--- config.mk ---
export PLATFORM = sky130hd
export DESIGN_NAME = csr_access_ctrl
export DESIGN_NICKNAME = d
export VERILOG_FILES = /design/src/rtl/csr_access_ctrl.sv
export SDC_FILE = /design/constraint.sdc
export NUM_CORES = 1
export LEC_CHECK = 0
export ABC_AREA = 1
export CORE_MARGIN = 2
export CORE_UTILIZATION = 55
export DETAILED_ROUTE_END_ITERATION = 8
export DONT_BUFFER_PORTS = 1
export PLACE_DENSITY = 0.69
export SYNTH_ARGS = -nofsm -noshare
export SYNTH_HDL_FRONTEND = slang
export SYNTH_SLANG_ARGS = --single-unit
export TNS_END_PERCENT = 30
--- constraint.sdc ---
create_clock -name clock -period 2.4 [get_ports clock]
set_input_delay 0.36 -clock clock [delete_from_list [all_inputs] [get_ports clock]]
set_output_delay 0.36 -clock clock [all_outputs]
set_load 0.005 [all_outputs]
--- src/rtl/csr_access_ctrl.sv ---
// CSR storage sequencer: serialises CSR-instruction read-modify-write and
// trap-entry save/fetch sequences onto a single-port, one-cycle-read RAM.
module csr_access_ctrl #(
   parameter int unsigned         WIDTH       = 32,
   parameter int unsigned         ADDR_W      = 12,
   parameter logic [ADDR_W-1:0]   MEPC_ADDR   = 12'h341,
   parameter logic [ADDR_W-1:0]   MCAUSE_ADDR = 12'h342,
   parameter logic [ADDR_W-1:0]   MTVEC_ADDR  = 12'h305
) (
   input  logic              clock,
   input  logic              reset_n,
   // CSR instruction port
   input  logic              inst_valid,
   output logic              inst_ready,
   input  logic [1:0]        inst_op,
   input  logic [ADDR_W-1:0] inst_addr,
   input  logic [WIDTH-1:0]  inst_wdata,
   input  logic [4:0]        inst_rs1,
   output logic              resp_valid,
   output logic [WIDTH-1:0]  resp_rdata,
   // Trap entry port
   input  logic              trap_valid,
   output logic              trap_ready,
   input  logic [WIDTH-1:0]  trap_pc,
   input  logic [WIDTH-1:0]  trap_cause,
   output logic              trap_done,
   output logic [WIDTH-1:0]  trap_vector,
   // CSR RAM port
   output logic [ADDR_W-1:0] mem_addr,
   output logic              mem_write_en,
   output logic [WIDTH-1:0]  mem_wdata,
   input  logic [WIDTH-1:0]  mem_rdata
);

   typedef enum logic [2:0] {
      IDLE, I_RD, I_WR, T_EPC, T_CAUSE, T_VEC, T_DONE
   } state_t;

   localparam logic [1:0] OP_RW = 2'b01;
   localparam logic [1:0] OP_RS = 2'b10;
   localparam logic [1:0] OP_RC = 2'b11;

   state_t              state, state_next;
   logic [1:0]          op_q;
   logic [ADDR_W-1:0]   addr_q;
   logic [WIDTH-1:0]    wdata_q;
   logic [4:0]          rs1_q;
   logic [WIDTH-1:0]    pc_q;
   logic [WIDTH-1:0]    cause_q;
   logic                trap_acc;
   logic                inst_acc;
   logic [WIDTH-1:0]    rmw_value;
   logic                rmw_write;

   // Ready lines are forced low while reset is held so nothing can be
   // accepted in the same cycle the sequencer is being cleared.
   assign trap_ready = reset_n && (state == IDLE);
   assign inst_ready = reset_n && (state == IDLE) && !trap_valid;
   assign trap_acc   = trap_valid && trap_ready;
   assign inst_acc   = inst_valid && inst_ready;

   // NOTE: sequential state uses non-blocking assignments so every register
   // samples pre-edge values regardless of process evaluation order.
   always_ff @(posedge clock or negedge reset_n) begin
      if (!reset_n) begin
         state <= IDLE;
      end else begin
         state <= state_next;
      end
   end

   always_ff @(posedge clock or negedge reset_n) begin
      if (!reset_n) begin
         op_q    <= '0;
         addr_q  <= '0;
         wdata_q <= '0;
         rs1_q   <= '0;
         pc_q    <= '0;
         cause_q <= '0;
      end else if (trap_acc) begin
         pc_q    <= trap_pc;
         cause_q <= trap_cause;
      end else if (inst_acc) begin
         op_q    <= inst_op;
         addr_q  <= inst_addr;
         wdata_q <= inst_wdata;
         rs1_q   <= inst_rs1;
      end
   end

   // NOTE: every combinational output gets a default before the case so no
   // path through the block leaves a signal unassigned and infers a latch.
   always_comb begin
      state_next = state;
      unique case (state)
         IDLE: begin
            if (trap_acc) begin
               state_next = T_EPC;
            end else if (inst_acc) begin
               state_next = I_RD;
            end
         end
         I_RD:    state_next = I_WR;
         I_WR:    state_next = IDLE;
         T_EPC:   state_next = T_CAUSE;
         T_CAUSE: state_next = T_VEC;
         T_VEC:   state_next = T_DONE;
         T_DONE:  state_next = IDLE;
         default: state_next = IDLE;
      endcase
   end

   // Reserved op 00 behaves as a pure read: value unchanged, no write.
   always_comb begin
      rmw_value = mem_rdata;
      rmw_write = 1'b0;
      unique case (op_q)
         OP_RW: begin
            rmw_value = wdata_q;
            rmw_write = 1'b1;
         end
         OP_RS: begin
            rmw_value = mem_rdata | wdata_q;
            rmw_write = (rs1_q != 5'd0);
         end
         OP_RC: begin
            rmw_value = mem_rdata & ~wdata_q;
            rmw_write = (rs1_q != 5'd0);
         end
         default: begin
            rmw_value = mem_rdata;
            rmw_write = 1'b0;
         end
      endcase
   end

   always_comb begin
      mem_addr     = '0;
      mem_write_en = 1'b0;
      mem_wdata    = '0;
      resp_valid   = 1'b0;
      resp_rdata   = '0;
      trap_done    = 1'b0;
      trap_vector  = '0;
      unique case (state)
         I_RD: begin
            mem_addr = addr_q;
         end
         I_WR: begin
            mem_addr     = addr_q;
            mem_write_en = rmw_write;
            mem_wdata    = rmw_value;
            resp_valid   = 1'b1;
            resp_rdata   = mem_rdata;
         end
         T_EPC: begin
            mem_addr     = MEPC_ADDR;
            mem_write_en = 1'b1;
            mem_wdata    = pc_q;
         end
         T_CAUSE: begin
            mem_addr     = MCAUSE_ADDR;
            mem_write_en = 1'b1;
            mem_wdata    = cause_q;
         end
         T_VEC: begin
            mem_addr = MTVEC_ADDR;
         end
         T_DONE: begin
            trap_done   = 1'b1;
            trap_vector = {mem_rdata[WIDTH-1:2], 2'b00};
         end
         default: begin
            mem_addr = '0;
         end
      endcase
   end

endmodule

### Word-level counts from Yosys, hierarchy flattened

Cells that the tools add are included.

| word-level totals | value |
|---|---|
| bits in registers | 118 |
| output and inout port bits | 113 |
| word-level logic and storage cells | 44 |

| operators by class | value |
|---|---|
| equality and inequality tests | 10 |
| multiplexer cells | 12 |
| bitwise gates (word level) | 4 |
| reductions and logical operators | 11 |

Operators by type and width:

| cell | count |
|---|---|
| $pmux W32 S3 | 2 |
| $mux W32 | 2 |
| $pmux W12 S4 | 1 |
| $and A32 B32 Y32 | 1 |
| $not A32 Y32 | 1 |
| $or A32 B32 Y32 | 1 |
| $pmux W3 S5 | 1 |
| $eq A3 B3 Y1 const B | 3 |
| $eq A3 B2 Y1 const B | 2 |
| $mux W3 | 2 |
| $reduce_or A2 Y1 | 3 |
| $reduce_bool A5 Y1 | 1 |
| $eq A2 B2 Y1 const B | 2 |
| $logic_and A1 B1 Y1 | 4 |
| $pmux W1 S2 | 2 |
| $eq A3 B1 Y1 const B | 1 |
| $logic_not A3 Y1 | 1 |
| $ne A3 B3 Y1 const B | 1 |
| $eq A2 B1 Y1 const B | 1 |
| $mux W1 | 2 |
| $reduce_and A2 Y1 | 1 |
| $logic_not A1 Y1 | 1 |
| $not A1 Y1 | 1 |

### Logic depth before layout (Yosys ltp)

| logic depth | value |
|---|---|
| depth after elaboration | 7 |
| depth in mapped cells | 8 |

### Least setup slack after synthesis

No wires, ideal clock.

| path | value |
|---|---|
| path type | register -> output |
| start | register state[2] |
| end | output mem_wdata[22] |
| arrival time | 1.168 ns |
| required time | 2.040 ns |
| path slack | 0.872 ns |
| cell stages (with the launch flop) | 7 |
| path buffers | 1 |
| cells stage by stage | dfrtp_1 > inv_2 > nand3_1 > buf_2 > o22ai_1 > inv_1 > nand2_1 |

| on the way | value |
|---|---|
| longest elaborated chain between the ends | 2 |

Ends and longest elaborated chain:

| item | RTL line | RTL |
|---|---|---|
| start: declaration | 43 | `state_t state, state_next;` |
| start signal: assignment | 68 | `state <= state_next;` |
| $eq A3 B3 Y1 / $eq A3 B2 Y1 (equally long branches) | 145 | `unique case (state)` |
| $pmux W32 S3 (*) | 145 |  |
| end: declaration | 31 | `output logic [WIDTH-1:0] mem_wdata,` |

Every way passes the cells marked *; elsewhere a longest branch is shown, timed or not.

### Final worst setup path

| path | value |
|---|---|
| start | register state[0] |
| end | output resp_rdata[3] |

| on the way | value |
|---|---|
| longest elaborated chain between the ends | 2 |

Ends and longest elaborated chain:

| item | RTL line | RTL |
|---|---|---|
| $eq A3 B2 Y1 | 145 |  |
| $mux W32 | 145 |  |
| end: declaration | 20 | `output logic [WIDTH-1:0] resp_rdata,` |

No other way between the ends.

==> results_dict.tcl <==
set metrics [dict create \
    postLayoutSetupSlackWorst_ns 0.141 \
    drtPass1Iterations 5 \
    setup_viol_count_final 0 \
    r2r_cells 6 \
    rsz0062_at_grt "true" \
    r2r_slack_ns 0.67 \
    final_nets 1065 \
    cpMostUsedCell "inv_1" \
    critPathTopFamily "buffers and inverters" \
    viasPerCell 5.40 \
    p_comb_share_pct 37.4 \
    path_clk_slew_ns 0.05 \
    synthArstFlopShare_pct 100 \
    grt_pass1_vias 5415 \
    htreeDepth 4 \
    p_int_mw 5.83 \
    route.detailed.drc 0 \
    grt_overflow 0 \
    worst_path_max_delay_cell "dfrtp_1" \
    crit_fanout 20 \
    clk_path_buf_depth 2 \
    synth_area_sq_um 6400 \
    start_kind "flop" \
    drt_iter0_markers 583 \
    powerDensity_nw_per_um2 1350 \
    hp-class "in2async" \
    syn_inst 933 \
    tns_ns 0 \
    die_h_um 112 \
    clkSinkCount 118 \
    p_seq_share_pct 34.9 \
    die_w_um 112 \
    grt_pass1_wl_um 28400 \
    period_share_pct 94.1 \
    max_slew_margin_pct 41.7 \
    path_buf_inv 3 \
    cts_buffers 17 \
    yosys.area.top_type_share_pct 46.2 \
    violations "negative hold slack" \
    r2r-start "state[2]$_DFFE_PN0P_" \
    startpoint "state[0]$_DFFE_PN0P_" \
    synth.area.top_cells "dfrtp_1, nand2_1, inv_1, o21ai_0, nor2_1" \
    tritoncts "yes" \
    cp.depth 6 \
    drive_above_1_share_pct 6.26 \
    finalClockSkew_ns 0.00863 \
    gp_congestion 0.863 \
    portBuffers 0 \
    yosysTopAreaCell "dfrtp_1" \
    cp.required_ns 2.04 \
    min_period_ns 2.26 \
    coreArea_sq_um 11400 \
    grt_max_degree 121 \
    ys_warn_count 0 \
    finalHoldViolCount 118 \
    hpwl_um 12500 \
    max_freq_mhz 443 \
    ant_nets 0 \
    peakVddDrop_v 0.000620 \
    routed_wl_um 17900 \
    critPathCapture "resp_rdata[3]" \
    placed_area_sq_um 6480 \
    antenna_found_initial 0 \
    worstPathArrival_ns 1.90 \
    status "finished with violations" \
    pre_cts_slack_ns 0.488 \
    drv_cap 0 \
    crit_chain "inv_1, nand2_1, nor2_4, inv_1, buf_4, nor2_1" \
    post_cts_buffers 0 \
    switchingPower_mw 3.76 \
    power_frac_clock_pct 27.7 \
    n_antenna_cell 0 \
    worst-setup-path-type "reg2out" \
    root_buffer "clkbuf_16" \
    dieArea_sq_um 12500 \
    r2r_end "cause_q[20]$_DFFE_PN0P_" \
    yosysMostFrequentCell "nand2_1" \
    tightestPinTransition_ns 0.873 \
    synth-seq-cells 118 \
    ys_seq_area_share_pct 46.2 \
    design_area_sq_um 7110 \
    yosysUniqueCellTypes 23 \
    cp-end-kind "output pin" \
    floorplan.initialDensity_pct 56.3 \
    syn_to_final_growth_pct 11.1 \
    hold_ws_ns -0.362 \
    synth-edff-count 0 \
    netlist_top_cells_count "nand2_1, inv_1, dfrtp_1" \
    swShare_pct 39.2 \
    crit_path_max_incr_delay_ns 0.41 \
    track_usage_pct 28.9 \
    avgSynthCellArea_sq_um 6.86 \
    drv_slew 0 \
    ios 264 \
    p_leak_nw 3.74 \
    num-fill-cells 1058 \
    vias 5778 \
    fp-row-count 39 \
    clock_latency_ns 0.41 \
    synthFlopType "dfrtp_1" \
    avgRoutedWirePerCell_um 16.7 \
]
-- routing by layer --
| layer | up-vias | part of all wire, % | GRT usage, % | wire length, um |
|---|---|---|---|---|
| li1 | 2806 | - | - | - |
| met1 | 2666 | 44 | 40.7 | 7860 |
| met2 | 279 | 44 | 42.1 | 7950 |
| met3 | 27 | 9.8 | 9.58 | 1760 |
| met4 | 0 | 1.8 | 10.0 | 320 |
| met5 | - | 0 | 0 | 0 |
-- timing repair --
action	4_1_cts	5_1_grt
endpoints found under the setup margin	0	20
hold endpoints to repair	118	118
resized for setup	0	1
-- stage by stage --
step	power, mW	utilization (%)	hold slack [ns]	cells
CTS	9.62	62.5	-0.374	1070
global placement	6.80	57.0	0.0671	1038
detailed placement	6.93	57.0	0.0668	1038
global route	10.4	62.5	-0.377	1070
floorplan	5.98	-	0.0644	934
finish	9.59	62.5	-0.362	1070
-- area by class of cell --
cell class | instances | area (sq um) | share of cell area (%)
Timing Repair Buffer | 17 | 140 | 1.97
Sequential cell | 118 | 2950 | 41.5
Inverter | 150 | 563 | 7.92
Multi-Input combinational cell | 610 | 2650 | 37.2
Clock inverter | 8 | 118 | 1.65
Tap cell | 143 | 179 | 2.52
Clock buffer | 24 | 512 | 7.20
-- cell families (layout without fill, tap and decap cells) --
kind of cell              after synthesis  in the layout  share of synthesized area [%]
other                                   1              2                         0.0586
DFF                                   118            118                           46.2
xor gates and xnor gates                1              1                          0.137
and+or+nand+nor                       419            419                           25.1
buffers and inverters                 206            199                           13.0
AOI/OAI and AO/OA                     188            188                           15.5
-- power by group through the flow --
| stage | logic (mW) | registers, mW | clock network, mW |
|---|---|---|---|
| after floorplan | 2.74 | 3.24 | 0 |
| after global placement | 3.46 | 3.34 | 0 |
| after detailed placement | 3.55 | 3.38 | 0 |
| after CTS | 3.58 | 3.35 | 2.69 |
| after global routing | 4.13 | 3.45 | 2.78 |
| final | 3.59 | 3.35 | 2.65 |
-- flip-flops by register name, indices dropped and copies added, names as in the netlist --
register,cells
cause_q,32
wdata_q,32
rs1_q,5
op_q,2
state,3
addr_q,12
pc_q,32
-- worst register-to-register path, cell delays in order, from the launching register on --
cell and delay (ns):
dfrtp_1 0.45, inv_2 0.16, nand2_1 0.12, nor3_4 0.22
buf_12 0.41, nand2_1 0.17, o21ai_1 0.11
-- cells in the final DEF (no fill, tap or decap), drive strengths merged --
master,Yosys,layout
nand3,4,4
a21oi,1,1
o22ai,33,33
nand2,333,333
nor3,1,1
conb,1,2
nor2,79,79
clkbuf,25,24
o211ai,1,1
nand4,1,1
inv,150,150
buf,31,17
clkinvlp,0,1
clkinv,0,4
xor2,1,1
o21bai,1,1
o22a,1,1
o21ai,151,151
dfrtp,118,118
or2,1,1
bufinv,0,3
-- worst min-delay path by stage --
| stage | startpoint | to | slack (ns) | cells past startpoint |
|---|---|---|---|---|
| finish | reset_n | pc_q[10]$_DFFE_PN0P_ | -0.36 | 0 |
| global route | reset_n | cause_q[10]$_DFFE_PN0P_ | -0.38 | 0 |
| floorplan | reset_n | addr_q[0]$_DFFE_PN0P_ | 0.06 | 0 |
| detailed placement | reset_n | pc_q[10]$_DFFE_PN0P_ | 0.07 | 0 |
| CTS | reset_n | pc_q[10]$_DFFE_PN0P_ | -0.37 | 0 |
| global placement | reset_n | pc_q[10]$_DFFE_PN0P_ | 0.07 | 0 |
Power figures use the tool's default switching activity.
